===== src/rtl/kmeans_ctrl_pkg.sv =====
// Shared types and constants for the k-means pass controller.
package kmeans_ctrl_pkg;

  localparam int NUM_K    = 3;
  localparam int NUM_D    = 5;
  localparam int PIPE_LAT = 7;
  localparam int K_W      = 2;

  typedef enum logic [1:0] {
    IDLE,
    STREAM,
    DRAIN,
    DONE
  } state_e;

endpackage


===== src/rtl/kmeans_valid_delay.sv =====
// In-flight marker for the distance pipeline: DEPTH-deep 1-bit shift register with sync clear.
module kmeans_valid_delay #(
  parameter int DEPTH = 7
) (
  input  logic clk,
  input  logic rst,
  input  logic clr_i,
  input  logic in_i,
  output logic tap_o,
  output logic pend_o
);

  logic [DEPTH-1:0] sr_q;
  logic [DEPTH-1:0] sr_d;

  assign sr_d = {sr_q[DEPTH-2:0], in_i};

  always_ff @(posedge clk) begin
    if (rst || clr_i) begin
      sr_q <= '0;
    end else begin
      sr_q <= sr_d;
    end
  end

  assign tap_o  = sr_q[DEPTH-1];
  // Bits that will still be set after this cycle's shift; lets the drain exit line up with the last tap.
  assign pend_o = |sr_q[DEPTH-2:0];

endmodule


===== src/rtl/kmeans_pass_ctrl.sv =====
// Sequences one k-means assignment pass through the fixed-latency pipeline and accumulates results.
// Optional pass_cycles counter is enabled by defining KMEANS_PASS_CYCLE_CNT_EN.
module kmeans_pass_ctrl
  import kmeans_ctrl_pkg::*;
#(
  parameter int DATA_W   = 16,
  parameter int PTS_W    = 20,
  parameter int PIPE_LAT = kmeans_ctrl_pkg::PIPE_LAT,
  parameter int SUM_W    = DATA_W + PTS_W
) (
  input  logic              clk,
  input  logic              rst,
  input  logic              start,
  input  logic [PTS_W-1:0]  num_points,
  input  logic              in_valid,
  output logic              in_ready,
  input  logic [DATA_W-1:0] in_data0,
  input  logic [DATA_W-1:0] in_data1,
  input  logic [DATA_W-1:0] in_data2,
  input  logic [DATA_W-1:0] in_data3,
  input  logic [DATA_W-1:0] in_data4,
  output logic [DATA_W-1:0] pipe_data0,
  output logic [DATA_W-1:0] pipe_data1,
  output logic [DATA_W-1:0] pipe_data2,
  output logic [DATA_W-1:0] pipe_data3,
  output logic [DATA_W-1:0] pipe_data4,
  input  logic [K_W-1:0]    pipe_sel,
  input  logic [DATA_W-1:0] pipe_out0,
  input  logic [DATA_W-1:0] pipe_out1,
  input  logic [DATA_W-1:0] pipe_out2,
  input  logic [DATA_W-1:0] pipe_out3,
  input  logic [DATA_W-1:0] pipe_out4,
  output logic              busy,
  output logic              done,
  input  logic [K_W-1:0]    rd_k,
  input  logic [2:0]        rd_d,
  output logic [SUM_W-1:0]  rd_sum,
  output logic [PTS_W-1:0]  rd_count
`ifdef KMEANS_PASS_CYCLE_CNT_EN
  ,
  output logic [31:0]       pass_cycles
`endif
);

  state_e            state_q, state_d;
  logic [PTS_W-1:0]  acc_cnt_q;
  logic [PTS_W-1:0]  npts_q;
  logic [SUM_W-1:0]  sum_q [NUM_K][NUM_D];
  logic [PTS_W-1:0]  cnt_q [NUM_K];
  logic [SUM_W-1:0]  rd_sum_q;
  logic [PTS_W-1:0]  rd_count_q;
  logic [DATA_W-1:0] pout [NUM_D];

  logic hs, start_acc, acc_last, vld_tap, vld_pend, acc_en;

  assign pipe_data0 = in_data0;
  assign pipe_data1 = in_data1;
  assign pipe_data2 = in_data2;
  assign pipe_data3 = in_data3;
  assign pipe_data4 = in_data4;

  assign pout[0] = pipe_out0;
  assign pout[1] = pipe_out1;
  assign pout[2] = pipe_out2;
  assign pout[3] = pipe_out3;
  assign pout[4] = pipe_out4;

  assign in_ready  = (state_q == STREAM);
  assign busy      = (state_q == STREAM) || (state_q == DRAIN);
  assign done      = (state_q == DONE);
  assign hs        = in_valid && in_ready;
  assign start_acc = (state_q == IDLE) && start;
  assign acc_last  = (acc_cnt_q == npts_q - PTS_W'(1));
  // Centroid index 3 is never produced by a healthy pipeline; drop such results untouched.
  assign acc_en    = vld_tap && (int'(pipe_sel) < NUM_K);

  kmeans_valid_delay #(.DEPTH(PIPE_LAT)) u_vld (
    .clk    (clk),
    .rst    (rst),
    .clr_i  (start_acc),
    .in_i   (hs),
    .tap_o  (vld_tap),
    .pend_o (vld_pend)
  );

  always_comb begin
    state_d = state_q;
    case (state_q)
      IDLE:    if (start) state_d = (num_points == '0) ? DONE : STREAM;
      STREAM:  if (hs && acc_last) state_d = DRAIN;
      DRAIN:   if (!vld_pend) state_d = DONE;
      DONE:    state_d = IDLE;
      default: state_d = IDLE;
    endcase
  end

  always_ff @(posedge clk) begin
    if (rst) begin
      state_q   <= IDLE;
      acc_cnt_q <= '0;
      npts_q    <= '0;
    end else begin
      state_q <= state_d;
      if (start_acc) begin
        acc_cnt_q <= '0;
        npts_q    <= num_points;
      end else if (hs) begin
        acc_cnt_q <= acc_cnt_q + PTS_W'(1);
      end
    end
  end

  always_ff @(posedge clk) begin
    if (rst || start_acc) begin
      for (int k = 0; k < NUM_K; k++) begin
        cnt_q[k] <= '0;
        for (int d = 0; d < NUM_D; d++) sum_q[k][d] <= '0;
      end
    end else if (acc_en) begin
      for (int k = 0; k < NUM_K; k++) begin
        if (int'(pipe_sel) == k) begin
          cnt_q[k] <= cnt_q[k] + PTS_W'(1);
          for (int d = 0; d < NUM_D; d++) sum_q[k][d] <= sum_q[k][d] + SUM_W'(pout[d]);
        end
      end
    end
  end

  always_ff @(posedge clk) begin
    if (rst) begin
      rd_sum_q   <= '0;
      rd_count_q <= '0;
    end else begin
      rd_sum_q   <= '0;
      rd_count_q <= '0;
      if (int'(rd_k) < NUM_K) begin
        rd_count_q <= cnt_q[rd_k];
        if (int'(rd_d) < NUM_D) rd_sum_q <= sum_q[rd_k][rd_d];
      end
    end
  end

  assign rd_sum   = rd_sum_q;
  assign rd_count = rd_count_q;

`ifdef KMEANS_PASS_CYCLE_CNT_EN
  logic [31:0] cyc_q;

  always_ff @(posedge clk) begin
    if (rst || start_acc) begin
      cyc_q <= '0;
    end else if (busy) begin
      cyc_q <= cyc_q + 32'd1;
    end
  end

  assign pass_cycles = cyc_q;
`endif

endmodule


===== config.mk =====
export PLATFORM = sky130hd
export DESIGN_NAME = kmeans_pass_ctrl
export DESIGN_NICKNAME = d
export VERILOG_FILES = /design/src/rtl/kmeans_ctrl_pkg.sv /design/src/rtl/kmeans_valid_delay.sv /design/src/rtl/kmeans_pass_ctrl.sv
export SDC_FILE = /design/constraint.sdc
export NUM_CORES = 2
export LEC_CHECK = 0
export ABC_CLOCK_PERIOD_IN_PS = 20600
export CAP_MARGIN = 25
export CELL_PAD_IN_SITES_DETAIL_PLACEMENT = 1
export CELL_PAD_IN_SITES_GLOBAL_PLACEMENT = 1
export CORE_MARGIN = 2
export CORE_UTILIZATION = 45
export CTS_CLUSTER_DIAMETER = 40
export CTS_CLUSTER_SIZE = 28
export DETAILED_ROUTE_END_ITERATION = 8
export PLACE_DENSITY = 0.88
export SYNTH_ARGS = -nofsm -noshare
export SYNTH_HDL_FRONTEND = slang
export SYNTH_SLANG_ARGS = --single-unit
export TNS_END_PERCENT = 1

===== constraint.sdc =====
create_clock -name clk -period 20.6 [get_ports clk]
set_input_delay 4.12 -clock clk [delete_from_list [all_inputs] [get_ports clk]]
set_output_delay 4.12 -clock clk [all_outputs]
set_load 0.05 [all_outputs]

Word level (Yosys, flattened, before mapping)
Memories as Yosys holds them, arrays and structs flattened. A register that Yosys moved wholly into a read port is not among the register bits.
Index checks and enable logic that the tools add are counted.
W data, S select, Z words.
{ "totals": {"input_bits": 191, "regBits": 85, "output_inout_bits": 139, "mem_bits_rw": 600, "n_memories": 2, "word_cells": 115} }
{ "classes": {"n_addsub": 20, "n_eq_ne": 9, "n_reduce_logical": 14, "bitwise": 21, "muxes": 40, "order_cmp": 4} }
{ "memory_table": {"columns": ["memory", "depth", "width", "rd", "rd_clocked_by_memory_dff", "write_ports", "line", "text"], "rows": [
  ["sum_q", 3, 180, 4, 0, 3, "kmeans_pass_ctrl.sv:48", "logic [SUM_W-1:0] sum_q [NUM_K][NUM_D];"],
  ["cnt_q", 3, 20, 4, 1, 3, "kmeans_pass_ctrl.sv:49", "logic [PTS_W-1:0] cnt_q [NUM_K];"]
]} }
{ "op_table": {"columns": ["op", "n"], "rows": [
  ["$mux W36", 17],
  ["$add A36 B16 Y36", 15],
  ["$bmux W36 S3", 1],
  ["$add A20 B1 Y20 const B", 4],
  ["$mux W20", 3],
  ["$eq A20 B20 Y1", 1],
  ["$logic_not A20 Y1", 1],
  ["$sub A20 B1 Y20 const B", 1],
  ["$or A1 B1 Y1", 18],
  ["$mux W1", 14],
  ["$eq A2 B2 Y1 const B", 4],
  ["$mux W2", 4],
  ["$pmux W2 S4", 1],
  ["$reduce_or A6 Y1", 1],
  ["$ge A4 B4 Y1 const B", 1],
  ["$logic_and A1 B1 Y1", 4],
  ["$logic_not A2 Y1", 2],
  ["$lt A2 B2 Y1 const B", 2],
  ["$ne A2 B2 Y1 const B", 2],
  ["$not A3 Y4", 1],
  ["$reduce_or A2 Y1", 2],
  ["$lt A3 B3 Y1 const B", 1],
  ["$reduce_and A3 Y1", 1],
  ["$reduce_or A3 Y1", 1],
  ["4 further kinds", 6]
]} }

Logic depth before layout (Yosys ltp)
{ "depth": {"word_depth": 6, "ltp_mapped": 12} }

Cells and area by module
From an unflattened synthesis, not the netlist that was laid out.
{ "hier_totals": {"hier_cells": 4961, "area_unflattened_um2": 47665.7} }
{ "by_module_without_submodules": {"columns": ["mod", "area_each_um2", "instances", "cells_each"], "rows": [
  ["kmeans_pass_ctrl", 47460.5, 1, 4943],
  ["kmeans_valid_delay", 205.2, 1, 18]
]} }

Worst setup path before layout
Ideal clock, no wire load.
{ "synth_path": {"path_kind": "input to register", "start": "input start", "end": "memory cnt_q[0][0], enable pin", "setup_slack_ns": 11.012, "t_arrival_ns": 8.002, "stages": 5, "required_time_ns": 19.015, "n_path_buf": 2, "path_cell_list": "and2_1 clkbuf_1 nor2_1 clkbuf_1 nand2_1"} }
{ "synth_lines": {"columns": ["element", "line", "text"], "rows": [
  ["start: declaration", "kmeans_pass_ctrl.sv:13", "input logic start,"],
  ["end: declaration", "kmeans_pass_ctrl.sv:49", null]
]} }

Worst setup path after layout
{ "layout_path": {"start": "input in_data1[8]", "end": "output pipe_data1[8]"} }
{ "layout_lines": {"columns": ["element", "line", "text"], "rows": [
  ["start: declaration", "kmeans_pass_ctrl.sv:18", "input logic [DATA_W-1:0] in_data1,"],
  ["end: declaration", "kmeans_pass_ctrl.sv:23", "output logic [DATA_W-1:0] pipe_data1,"]
]} }
No word-level cell between the ends.

==> impl_metrics.env <==
export IMPL_path_max_fanout=1
export IMPL_p_leak_nw=20.7
export IMPL_yosysSeqAreaShare_pct=41.9
export IMPL_status="finished, final reports clean"
export IMPL_critical_path_required_ns=16.48
export IMPL_gp_congestion=0.899
export IMPL_row_count=119
export IMPL_synth_top_cell_by_area="edfxtp_1"
export IMPL_yosysTopAreaCellShare_pct=37.5
export IMPL_rsz0062_at_grt="no"
export IMPL_skew_ns=0.0358
export IMPL_detail_route_wl_per_cell_um=25.0
export IMPL_syn_inst=5002
export IMPL_fin_crit_ns=8.24
export IMPL_cts_reportedPaths_clkPinSlew_ns=0.06
export IMPL_nets=5528
export IMPL_vias=42000
export IMPL_grtUsageTotal_pct=29.7
export IMPL_numCtsBuffers=134
export IMPL_pwr_share_seq_pct=36.2
export IMPL_area_growth_pct=15.0
export IMPL_post_cts_setup_buffers=0
export IMPL_synth_nets=5458
export IMPL_setup_viol=0
export IMPL_antenna_found_initial=13
export IMPL_io_buffers=169
export IMPL_grt_pass1_vias=44200
export IMPL_pwr_share_comb_pct=18.5
export IMPL_postPlaceCellArea_mm2=0.0504
export IMPL_vias_per_cell=6.38
export IMPL_syn_area_per_cell_um2=9.59
export IMPL_layout_drive_gt1_share_pct=7.53
export IMPL_p_switching_mw=1.59
export IMPL_p_int_mw=3.51
export IMPL_fp_dieW_um=331
export IMPL_drtAntennaViolNets=0
export IMPL_grt_ovfl_total=0
export IMPL_end_kind="primary output"
export IMPL_fp_dieArea_mm2=0.109
export IMPL_path_class="in2out"
export IMPL_sw_frac_of_total_pct=31.2
export IMPL_grt_pass1_wl_mm=255
export IMPL_peakVddDrop_mv=0.0754
export IMPL_core_area_mm2=0.106
export IMPL_dpl_hpwl_mm=110
export IMPL_root_buffer="clkbuf_16"
export IMPL_synth_area_leaders="edfxtp_1 (38%), ha_1 (6.5%), nor2_1 (6.3%), dfxtp_1 (4.4%), xnor2_1 (4.2%)"
export IMPL_cts_htree_levels=4
export IMPL_synth_edff_count=600
export IMPL_clock_power_share_pct=45.3
export IMPL_initial_core_util_pct=45.5
export IMPL_synth_distinct_cells=93
export IMPL_ys_warn_count=0
export IMPL_wl_mm=165
export IMPL_drt_iter0_drc=3995
export IMPL_whs_ns=0.480
export IMPL_timing_worst_slew_pin_value_ns=1.18
export IMPL_clock_sinks=705
export IMPL_cts_hold_buf=0
export IMPL_relSlewSlack_pct=21.6
export IMPL_hold_class="reg2reg"
export IMPL_grt_max_degree=101
export IMPL_timing_setup_tns_ns=0
export IMPL_dr_pass1_iters=6
export IMPL_arrival_ns=4.12
export IMPL_clockBufferDepth=3
export IMPL_max_freq_mhz=121
export IMPL_insertion_delay_ns=0.76
export IMPL_finalHoldViolCount=0
export IMPL_finalCritPeriodShare_pct=40.0
export IMPL_drv_slew=0
export IMPL_fp_dieH_um=331
export IMPL_cp_start_kind="input port"
export IMPL_power_density_mw_per_mm2=92.5
export IMPL_route_detailed_drc=0
export IMPL_synth_seq_cells=705
export IMPL_cts_resized=0
export IMPL_async_flop_share_pct=0
export IMPL_syn_cell_area_mm2=0.0480
export IMPL_drv_cap=0
export IMPL_final_cell_area_mm2=0.0552
export IMPL_ioPinCount=330
export IMPL_cts_tree="yes"
export IMPL_synth_ff_type="edfxtp_1"
[placed cells by master, fill, tap and decap left out, drive strengths merged, types with 44 or more instances in the layout]
| cell | netlist | final |
|---|---|---|
| nor2b | 52 | 52 |
| clkbuf | 154 | 155 |
| ha | 250 | 250 |
| o21ai | 226 | 226 |
| and3 | 90 | 90 |
| xor2 | 201 | 201 |
| nand4 | 65 | 65 |
| o21a | 51 | 51 |
| dfxtp | 105 | 105 |
| nor3 | 142 | 142 |
| and2 | 54 | 54 |
| or3 | 69 | 69 |
| nand2 | 331 | 331 |
| a21o | 70 | 70 |
| a21oi | 359 | 359 |
| edfxtp | 600 | 600 |
| a211oi | 86 | 86 |
| mux2i | 147 | 147 |
| nand3 | 142 | 142 |
| mux4 | 72 | 72 |
| inv | 107 | 128 |
| clkdlybuf4s50 | 0 | 164 |
| nor2 | 810 | 810 |
| clkinv | 1 | 44 |
| buf | 129 | 51 |
| xnor2 | 228 | 228 |
[layout make-up]
type                    instances  area, um^2
repair buffers                217        2140
well taps                    1391        1740
diodes                          9        22.5
flip-flops and latches        705       20100
fillers                     11600       50400
multi-input cells            3906       26100
clock inverters                92        1170
inverters                     108         405
clock buffers                 153        3480
[stage by stage]
| step | util, % | worst slack [ns] | power, mW | std cells |
|---|---|---|---|---|
| after floorplan | - | 11.01 | 2.50 | 5002 |
| after global placement | 47.7 | 12.20 | 2.69 | 6317 |
| after detailed placement | 47.8 | 12.08 | 2.75 | 6320 |
| after CTS | 52.2 | 12.36 | 5.08 | 6565 |
| after global routing | 52.3 | 12.36 | 5.26 | 6579 |
| final | 52.3 | 12.36 | 5.11 | 6581 |
[path summary, 6_finish.rpt]
check,end,startpoint,slack [ns],depth (start not counted)
setup / recovery,pipe_data1[8],in_data1[8],12.36,0
hold / removal,u_vld.sr_q[4],u_vld.sr_q[3],0.48,1
setup reg to reg,sum_q[2][58],state_q[0],16.57,8
hold reg to reg,u_vld.sr_q[4],u_vld.sr_q[3],0.48,1
[logic make-up (layout without fill, tap and decap cells)]
| group | count (synthesis) | in the layout | synth area share (%) |
|---|---|---|---|
| other cells | 0 | 9 | 0 |
| buf+inv | 391 | 570 | 3.76 |
| simple gates | 1958 | 1958 | 19.3 |
| flops | 705 | 705 | 41.9 |
| xor+xnor | 429 | 429 | 7.83 |
| compound gates | 1035 | 1035 | 13.5 |
| mux | 219 | 219 | 6.45 |
| fa+ha+maj | 265 | 265 | 7.14 |
[synth_stat cells, types with 72 or more instances]
cell	count
nor2_1	810
edfxtp_1	600
a21oi_1	359
nand2_1	331
ha_1	250
xnor2_1	228
xor2_1	201
clkbuf_1	153
mux2i_1	147
nand3_1	142
nor3_1	141
o21ai_0	121
inv_1	106
dfxtp_1	105
o21ai_1	105
and3_1	89
a211oi_1	85
buf_4	80
mux4_2	72
[layer usage]
layer | wire length (um) | global-route usage (%) | vias to the layer above
met2 | 79800 | 49.8 | 1924
met1 | 64400 | 36.5 | 21000
li1 | - | - | 18500
met5 | 32 | 0 | -
met4 | 7980 | 14.7 | 6
met3 | 12400 | 5.90 | 512
[sequential cells by signal (all words and copies together) (netlist names)]
| name | flops |
|---|---|
| acc_cnt_q | 20 |
| state_q | 2 |
| npts_q | 20 |
| u_vld.sr_q | 7 |
| rd_count | 20 |
| sum_q | 540 |
| rd_sum | 36 |
| cnt_q | 60 |
[power groups by stage]
stage	sequential [mW]	combinational [mW]	clock, mW
2_1_floorplan	1.84	0.661	0
3_3_place_gp	1.85	0.846	0
3_5_place_dp	1.86	0.891	0
4_1_cts	1.84	0.923	2.32
5_1_grt	1.86	1.02	2.38
6_report	1.85	0.945	2.32
(Power assumes the default switching activity.)
